`src/rtl/cam_capture_ctrl.sv`:
```
// Frame-level sequencer for the OV7670 AXI-Stream capture block: start/stop,
// single/continuous capture with frame skipping, stream monitoring and stall watchdog.
module cam_capture_ctrl #(
  parameter int X_RES          = 640,
  parameter int Y_RES          = 480,
  parameter int TIMEOUT_CYCLES = 2000000,
  parameter int SKIP_W         = 4
) (
  input  logic              i_sysclk,
  input  logic              i_reset,
  input  logic              i_cfg_done,
  input  logic              i_start,
  input  logic              i_stop,
  input  logic              i_continuous,
  input  logic [SKIP_W-1:0] i_skip,
  input  logic              i_vsync,
  input  logic              i_mon_tvalid,
  input  logic              i_mon_tuser,
  input  logic              i_mon_tlast,
  input  logic              i_err_clear,
  output logic              o_cap_enable,
  output logic              o_busy,
  output logic              o_frame_done,
  output logic              o_frame_bad,
  output logic [15:0]       o_frame_count,
  output logic              o_err_line,
  output logic              o_err_timeout,
  output logic [2:0]        o_state
);

  localparam int WD_W = (TIMEOUT_CYCLES > 1) ? $clog2(TIMEOUT_CYCLES) : 1;
  localparam int BC_W = $clog2(X_RES + 2);
  localparam int LC_W = $clog2(Y_RES + 1);
  localparam logic [BC_W-1:0] BEAT_FULL = BC_W'(X_RES);
  localparam logic [BC_W-1:0] BEAT_SAT  = BC_W'(X_RES + 1);
  localparam logic [LC_W-1:0] LINE_FULL = LC_W'(Y_RES);
  localparam logic [WD_W-1:0] WD_LAST   = WD_W'(TIMEOUT_CYCLES - 1);

  typedef enum logic [2:0] {
    S_IDLE, S_WAIT_CFG, S_SKIP, S_ARM, S_CAPTURE, S_DONE
  } state_t;

  state_t state, next_state;

  logic              vs_meta, vs_sync, vs_prev;
  logic [SKIP_W-1:0] skip_n, skip_cnt;
  logic              cont, stop_pending, frame_err;
  logic [BC_W-1:0]   beat_cnt, beat_new;
  logic [LC_W-1:0]   line_cnt, line_base, line_new;
  logic [WD_W-1:0]   wdog;
  logic              cap_enable_q, frame_done_q, frame_bad_q, err_line_q, err_timeout_q;
  logic [15:0]       frame_count_q;
  logic              beat, sof, eol, vs_rise, active, capture_beat;
  logic              line_err_now, frame_end, timeout;

  // The monitored stream has no TREADY: a beat is any cycle with TVALID=1 and
  // TUSER/TLAST are only meaningful on such a cycle. The monitor never stalls it.
  always_comb begin
    beat         = i_mon_tvalid;
    sof          = beat & i_mon_tuser;
    eol          = beat & i_mon_tlast;
    vs_rise      = vs_sync & ~vs_prev;
    active       = (state == S_ARM) || (state == S_CAPTURE);
    capture_beat = ((state == S_ARM) && sof && !i_stop) || ((state == S_CAPTURE) && beat);
    beat_new     = sof ? BC_W'(1) :
                   ((beat_cnt >= BEAT_SAT) ? BEAT_SAT : beat_cnt + BC_W'(1));
    line_base    = sof ? '0 : line_cnt;
    line_new     = line_base + LC_W'(1);
    line_err_now = capture_beat &&
                   (((state == S_CAPTURE) && sof) || (eol && (beat_new != BEAT_FULL)));
    frame_end    = capture_beat && eol && (line_new == LINE_FULL);
    timeout      = active && !beat && (wdog == WD_LAST);
  end

  always_ff @(posedge i_sysclk) begin
    if (i_reset) state <= S_IDLE;
    else         state <= next_state;
  end

  always_comb begin
    next_state = state;
    case (state)
      S_IDLE:     if (i_start && !i_stop) next_state = S_WAIT_CFG;
      S_WAIT_CFG: if (i_stop) next_state = S_IDLE;
                  else if (i_cfg_done) next_state = (skip_n != '0) ? S_SKIP : S_ARM;
      S_SKIP:     if (i_stop) next_state = S_IDLE;
                  else if (vs_rise && (skip_cnt + SKIP_W'(1) == skip_n)) next_state = S_ARM;
      S_ARM:      if (i_stop || timeout) next_state = S_IDLE;
                  else if (frame_end) next_state = S_DONE;
                  else if (sof) next_state = S_CAPTURE;
      S_CAPTURE:  if (timeout) next_state = S_IDLE;
                  else if (frame_end) next_state = S_DONE;
      S_DONE:     if (cont && !stop_pending) next_state = (i_skip != '0) ? S_SKIP : S_ARM;
                  else next_state = S_IDLE;
      default:    next_state = S_IDLE;
    endcase
  end

  always_ff @(posedge i_sysclk) begin
    if (i_reset) begin
      vs_meta       <= 1'b0;
      vs_sync       <= 1'b0;
      vs_prev       <= 1'b0;
      skip_n        <= '0;
      skip_cnt      <= '0;
      cont          <= 1'b0;
      stop_pending  <= 1'b0;
      frame_err     <= 1'b0;
      beat_cnt      <= '0;
      line_cnt      <= '0;
      wdog          <= '0;
      cap_enable_q  <= 1'b0;
      frame_done_q  <= 1'b0;
      frame_bad_q   <= 1'b0;
      frame_count_q <= '0;
      err_line_q    <= 1'b0;
      err_timeout_q <= 1'b0;
    end else begin
      vs_meta <= i_vsync;
      vs_sync <= vs_meta;
      vs_prev <= vs_sync;

      if (((state == S_IDLE) || (state == S_DONE)) && (next_state != S_IDLE)) begin
        skip_n <= i_skip;
        cont   <= i_continuous;
      end

      if (state != S_SKIP) skip_cnt <= '0;
      else if (vs_rise)    skip_cnt <= skip_cnt + SKIP_W'(1);

      if (next_state == S_IDLE)                    stop_pending <= 1'b0;
      else if ((state == S_CAPTURE) && i_stop)     stop_pending <= 1'b1;

      // Line/beat counters only live while a frame is being captured.
      if (next_state != S_CAPTURE) begin
        beat_cnt <= '0;
        line_cnt <= '0;
      end else if (capture_beat) begin
        beat_cnt <= eol ? '0 : beat_new;
        line_cnt <= eol ? line_new : line_base;
      end

      if ((next_state != S_ARM) && (next_state != S_CAPTURE)) frame_err <= 1'b0;
      else if (line_err_now)                                  frame_err <= 1'b1;

      if (active && (next_state == state) && !beat) wdog <= wdog + WD_W'(1);
      else                                          wdog <= '0;

      cap_enable_q <= (next_state == S_ARM) || (next_state == S_CAPTURE);
      frame_done_q <= (next_state == S_DONE);
      frame_bad_q  <= (next_state == S_DONE) && (frame_err || line_err_now);
      if (next_state == S_DONE) frame_count_q <= frame_count_q + 16'd1;

      if (line_err_now)     err_line_q <= 1'b1;
      else if (i_err_clear) err_line_q <= 1'b0;

      if (timeout)          err_timeout_q <= 1'b1;
      else if (i_err_clear) err_timeout_q <= 1'b0;
    end
  end

  always_comb begin
    o_busy        = (state != S_IDLE);
    o_cap_enable  = cap_enable_q;
    o_frame_done  = frame_done_q;
    o_frame_bad   = frame_bad_q;
    o_frame_count = frame_count_q;
    o_err_line    = err_line_q;
    o_err_timeout = err_timeout_q;
    o_state       = state;
  end

endmodule
```
`config.mk`:
```
export PLATFORM = sky130hd
export DESIGN_NAME = cam_capture_ctrl
export DESIGN_NICKNAME = d
export VERILOG_FILES = /design/src/rtl/cam_capture_ctrl.sv
export SDC_FILE = /design/constraint.sdc
export NUM_CORES = 1
export LEC_CHECK = 0
export CORE_ASPECT_RATIO = 0.7
export CORE_UTILIZATION = 57
export CTS_CLUSTER_SIZE = 20
export DETAILED_ROUTE_END_ITERATION = 6
export MAX_ROUTING_LAYER = met4
export PLACE_DENSITY = 0.86
export SYNTH_ARGS = -nofsm -noshare
export SYNTH_HDL_FRONTEND = slang
export SYNTH_SLANG_ARGS = --single-unit
```
`constraint.sdc`:
```
create_clock -name i_sysclk -period 4.4 [get_ports i_sysclk]
set_input_delay 0.88 -clock i_sysclk [delete_from_list [all_inputs] [get_ports i_sysclk]]
set_output_delay 0.88 -clock i_sysclk [all_outputs]
set_load 0.02 [all_outputs]
```
# Yosys cells after proc, flatten, opt, wreduce, memory -nomap -nowiden
# Cells that the tools add are included.
# totals
ff_bits	78
inputBits	15
output_inout_bits	25
elab_cells	109
# classes
addsub	5
magnitude_cmp	1
eq_ne	16
muxes	22
n_bitwise	5
reduce_logical	42
# op_table
cell	count
$mux W10	3
$mux W3	10
$add A21 B1 Y21 const B	1
$eq A21 B21 Y1 const B	1
$logic_and A1 B1 Y1	19
$mux W9	2
$pmux W3 S6	1
$add A16 B1 Y16 const B	1
$eq A3 B3 Y1 const B	4
$add A10 B1 Y10 const B	1
$ge A10 B10 Y1 const B	1
$ne A10 B10 Y1 const B	1
$reduce_or A2 Y1	5
$add A9 B1 Y9 const B	1
$eq A3 B2 Y1 const B	3
$eq A9 B9 Y1 const B	1
$reduce_bool A4 Y1	2
$logic_or A1 B1 Y1	7
$logic_not A3 Y1	2
$ne A3 B2 Y1 const B	2
$reduce_bool A3 Y1	2
$mux W1	5
$add A4 B1 Y4 const B	1
$eq A4 B4 Y1	1
other kinds (8)	14

# Depth between registers and ports, before layout
# depth
word_depth	14
mapped_depth	12
mapped_depth_nobuf	9

# Least setup slack after synthesis
# No wires, ideal clock.
# synth_path
path_kind	input to register
startpoint	input i_mon_tvalid
endpoint	register frame_count_q[13], in the netlist o_frame_count[13]
setup_time_ps	70
arrival_ps	3337
t_required_ps	4330
setup_slack_ps	994
cell_stages	11
path_buffers	2
path_cell_list	clkbuf_1 nand2_1 and2_1 ha_1 nand4_1 nor2_1 a211oi_1 nand4_4 buf_6 or4_1 a21oi_1
# synth_via
elab_chain_cells	10
elab_cells_between_ends	22
classes_between	add/sub (1); eq/ne (2); mux (7); bitwise (2); reduce/logical (10)
# synth_rtl
element	line	text
start, declared	17	input logic i_mon_tvalid,
parallel branches: the longest is 8 deep, another holds $add A9 B1 Y9	--	
$pmux W3 S6 (*)	82	case (state)
$eq A3 B3 Y1 (*)	152	if (next_state == S_DONE) frame_count_q <= frame_count_q + 16'd1;
end signal, assigned	152	
end, declared	52	logic [15:0] frame_count_q;
# Every way passes the cells marked *.
# A chain may end at the register's enable or synchronous reset.

# Worst setup path after layout
# layout_path
startpoint	input i_mon_tuser
endpoint	register frame_count_q[7], in the netlist o_frame_count[7]
# layout_via
elab_chain_cells	10
elab_cells_between_ends	16
classes_between	add/sub (1); eq/ne (2); mux (7); bitwise (1); reduce/logical (5)
# layout_rtl
element	line	text
start, declared	18	input logic i_mon_tuser,
$and A1 B1 Y1 (*)	60	sof = beat & i_mon_tuser;
parallel branches: the longest is 7 deep, another holds $add A9 B1 Y9	--	
$pmux W3 S6 (*)	82	
$eq A3 B3 Y1 (*)	152	
# Marked as above.

==> results.txt <==
The run finished with clean final reports. The power per standard cell area was 275 nW/um2; the leakage dissipation was 1.57 nW. The run gives 1.55 ns as the reg2reg setup slack.

The H-tree was split into 3 levels. TritonCTS built the clock tree. In the detailed route, the total length drawn on met2 is 4540 um. In this design, the stage delay of the slowest critical-path cell is 0.61 ns.

The initial antenna violation count came out at 0. The tools report the number of endpoints with negative hold slack in the final report as 0. Share of post-route cells with drive strength above 1: 0.0669. Yosys attributes the largest share of cell area to dfxtp_1 (37%), a21oi_1 (4.9%), nand2_1 (4.6%). The source of the worst register-to-register timing path was line_cnt[0]$_SDFFE_PP0P_. Wire length of the first global-routing pass: 16800 um. The run gives 4500 um as the sum of routed wire segments on met1. From bottom edge to top edge, the die measures 73.6 um. Number of nets in the synthesized netlist: 526.

Among all flip-flop cells after synthesis, the most frequent one is dfxtp_1. During placement, the flow inserted port buffers numbering 39. Synthesis produced a netlist whose cell count is 503. The number of global-route vias before repair was 3644; the number of synthesized flops with an enable pin was 0. For the initial cell density of the core, the log shows 0.604. Across the run, the number of max-cap violations was 0. The post-layout utilization of the core is 0.695, and the count of boundary I/O pins is 40.

The routed design uses 653 um of met3 wire. The DRC violation count after routing was 0; the critical path required time was 4.68 ns. The initial detailed-routing violation count came out at 258.

Setup repair after global routing left no endpoint under its margin. The period utilization was 0.845. The die is 104 um wide. The buffer count from post-CTS setup fixing was 0.

The average wire per standard cell was 15.6 um; the flip-flop and latch count after synthesis was 78. The cell sitting at the root of the clock tree is a clkbuf_8. Of all cell types, the one taking the most synthesized area is dfxtp_1.

Dividing the detail-routed via count by the number of cells gives 6.23. The total wire length came out at 9890 um. For the full die area, the log shows 7670 um2. The worst hold path belongs to the class flop to flop. The CTS buffer count is 9.

The cell count of the worst reg-to-reg path was 8; the share of synthesized flip-flops with an asynchronous set or reset was 0. For the pin with the worst max-slew slack, the measured transition is 0.649 ns. For hold timing, the worst endpoint is vs_sync$_SDFF_PP0_. After layout, the minimum clock period comes to 3.72 ns. Entering global routing, the biggest net connects 45 pins. In this run the critical register-to-register path is captured at o_frame_count[7]$_SDFFE_PP0P_.

Along the worst path, the maximum fanout reaches 16. The top-area cell type share of the netlist area came out at 0.374. STA classifies the critical path endpoint as a flop.

For the total of warnings raised by yosys, the log shows 0. Overall power consumption after layout is estimated at 1.32 mW. The net count of the finished layout is 556. The critical path goes through clkdlybuf4s50_1 -> nand2_1 -> and2_1 -> ha_1 -> nand4_1 -> nor2_1 -> a211oi_1 -> nand4_2 -> or4_1 -> a21oi_1.

The final route contains 3940 vias. The detail route stage leaves a number of antenna-violating nets equal to 0. Highest-delay cell along the critical path: clkdlybuf4s50_1. The first detailed-routing pass took 5 iterations. The combined buffer and inverter count along the critical path is 1, and the relative area change from synthesis to final layout is 15.2%. The number of hold buffers added after CTS was 0.

The number of different library cells used by synthesis comes to 58. For the number of sinks on the clock net, the log shows 78. In this run the most critical hold path is launched from vs_meta$_SDFF_PP0_. The post-synthesis sequential area ratio is 0.374. The run gives 4.00 ns as the data arrival at the endpoint of the critical path. In this run, post-CTS repair resized a total of 0 instances. For this run, the top clock speed supported by timing is 269 MHz. The number of diodes is 0.

The aggregate global routing overflow is 0. Between clock sinks in the finished design, the worst skew comes to 0.0122 ns. Broken down by cell family, the worst path's largest delay share belongs to simple AND/OR/NAND/NOR gates. VDD sags by at most 173 uV.

The cell count of the worst hold path came out at 1. Setup violations remaining at the end of the flow were counted as 0. At the end of routability-driven placement, the weighted congestion stood at 0.915. The core region is 6910 um2. The launching element type of the critical path was an input port. After clock tree synthesis, the clock-pin slew on the worst setup and hold paths is 0.08 ns.

The clock passes through at most 2 buffers. The logs give 0.36 ns for the clock latency reported for the late side of the worst-skew pair and 25 for the number of placement rows. The run gives 0.282 as the combined global-route utilization of all metal layers.

After routing, the total negative slack on setup checks comes to 0 ns. The mean cell area of the mapped netlist came out at 8.30 um2. The wire-length estimate of the detail-placed layout is 6880 um. The number of max-slew violations in the final report was 0; the synthesized area was 4170 um2. The tightest slew margin relative to the limit came out at 0.564.

The critical path in this run is classified as input port to flop. Routed signal wires occupy layers up through met4.
cell families after synthesis:
group / Yosys count / synth area share
fa+ha+maj: 8 / 0.0240
mux: 7 / 0.0168
compound gates: 108 / 0.164
xor+xnor: 33 / 0.0693
simple gates: 230 / 0.311
buf+inv: 39 / 0.0405
flops: 78 / 0.374
how the worst max path moves through the flow:
stage	start	endpoint	slack, ns	depth (start not counted)
2_1_floorplan	i_mon_tvalid	o_frame_count[13]$_SDFFE_PP0P_	0.99	11
3_3_place_gp	i_mon_tuser	o_frame_count[10]$_SDFFE_PP0P_	0.60	10
3_5_place_dp	i_mon_tuser	o_frame_count[7]$_SDFFE_PP0P_	0.39	10
4_1_cts	i_mon_tuser	o_frame_count[7]$_SDFFE_PP0P_	0.75	10
5_1_grt	i_mon_tuser	o_frame_count[9]$_SDFFE_PP0P_	0.50	10
6_report	i_mon_tuser	o_frame_count[7]$_SDFFE_PP0P_	0.68	10
cell usage after synthesis (2+ instances only):
cell and number:
mux2i_1 7, nor3_1 12, and3_1 15, dfxtp_1 78, a311oi_1 2, and4_1 5
o31ai_1 13, inv_1 13, and2_1 9, xnor2_1 16, nor4_1 24, and3b_1 2
o21a_1 2, or4_1 12, nor2_1 29, nand2b_1 4, xor2_1 17, a211oi_1 5
a31oi_1 2, nor2b_1 5, nand2_1 51, or3_1 10, o211ai_1 3, a22oi_1 4
or3b_2 2, nand4_1 11, a21boi_0 3, nor4b_1 3, clkbuf_1 15, o21ai_0 22
a21oi_1 41, ha_1 8, o21bai_1 2, buf_2 9, nand3_1 24
per-stage QoR:
step	hold WS, ns	area, um2	instances	setup slack, ns
floorplan	0.414	4170	503	0.994
global placement	0.422	4610	616	0.596
detailed placement	0.429	4610	616	0.388
CTS	0.448	4810	632	0.746
global route	0.477	4810	632	0.500
finish	0.446	4810	632	0.683
power by group:
part	internal [mW]	total [mW]	switching, mW
Clock	0.278	0.543	0.265
Combinational	0.0293	0.0635	0.0341
Sequential	0.710	0.716	0.00586
Total	1.02	1.32	0.305
routing by layer:
| metal | vias to the layer above | track usage |
|---|---|---|
| li1 | 1927 | - |
| met4 | 0 | 0.103 |
| met2 | 153 | 0.449 |
| met3 | 22 | 0.0701 |
| met5 | - | - |
| met1 | 1838 | 0.351 |
registers in the layout, summed over array words and instances (netlist names):
register       cells
skip_n             4
line_cnt           9
o_frame_bad        1
o_cap_enable       1
cont               1
vs_meta            1
wdog              21
vs_prev            1
stop_pending       1
o_state            3
skip_cnt           4
vs_sync            1
o_frame_done       1
o_err_line         1
o_err_timeout      1
frame_err          1
o_frame_count     16
beat_cnt          10
cell usage in the layout, fill, tap and decap left out, types with 3 or more instances in the layout:
| master | synthesis | final |
|---|---|---|
| nor4b_1 | 3 | 3 |
| nor2_1 | 29 | 29 |
| o31ai_1 | 13 | 13 |
| or4_1 | 12 | 12 |
| nand2b_1 | 4 | 4 |
| a21oi_1 | 41 | 41 |
| inv_1 | 13 | 13 |
| nor2b_1 | 5 | 5 |
| a22oi_1 | 4 | 4 |
| o21ai_0 | 22 | 22 |
| and2_1 | 9 | 9 |
| xnor2_1 | 16 | 16 |
| dfxtp_1 | 78 | 78 |
| xor2_1 | 17 | 17 |
| nand2_1 | 51 | 51 |
| mux2i_1 | 7 | 7 |
| ha_1 | 8 | 8 |
| or3_1 | 10 | 10 |
| nand3_1 | 24 | 24 |
| a211oi_1 | 5 | 5 |
| clkbuf_8 | 0 | 10 |
| and4_1 | 5 | 5 |
| nor4_1 | 24 | 24 |
| nor3_1 | 12 | 12 |
| nand4_1 | 11 | 11 |
| buf_4 | 1 | 6 |
| clkdlybuf4s50_1 | 0 | 39 |
| and3_1 | 15 | 15 |
| o211ai_1 | 3 | 3 |
layout make-up:
class	count	area, um2
clock buffer	11	141
clock inverter	5	58.8
fill	531	2110
inverter	13	48.8
multi-input combinational	386	2440
sequential	78	1560
tap	94	118
timing repair buffer	45	435
Note: power is estimated with default switching activity, not from simulation.
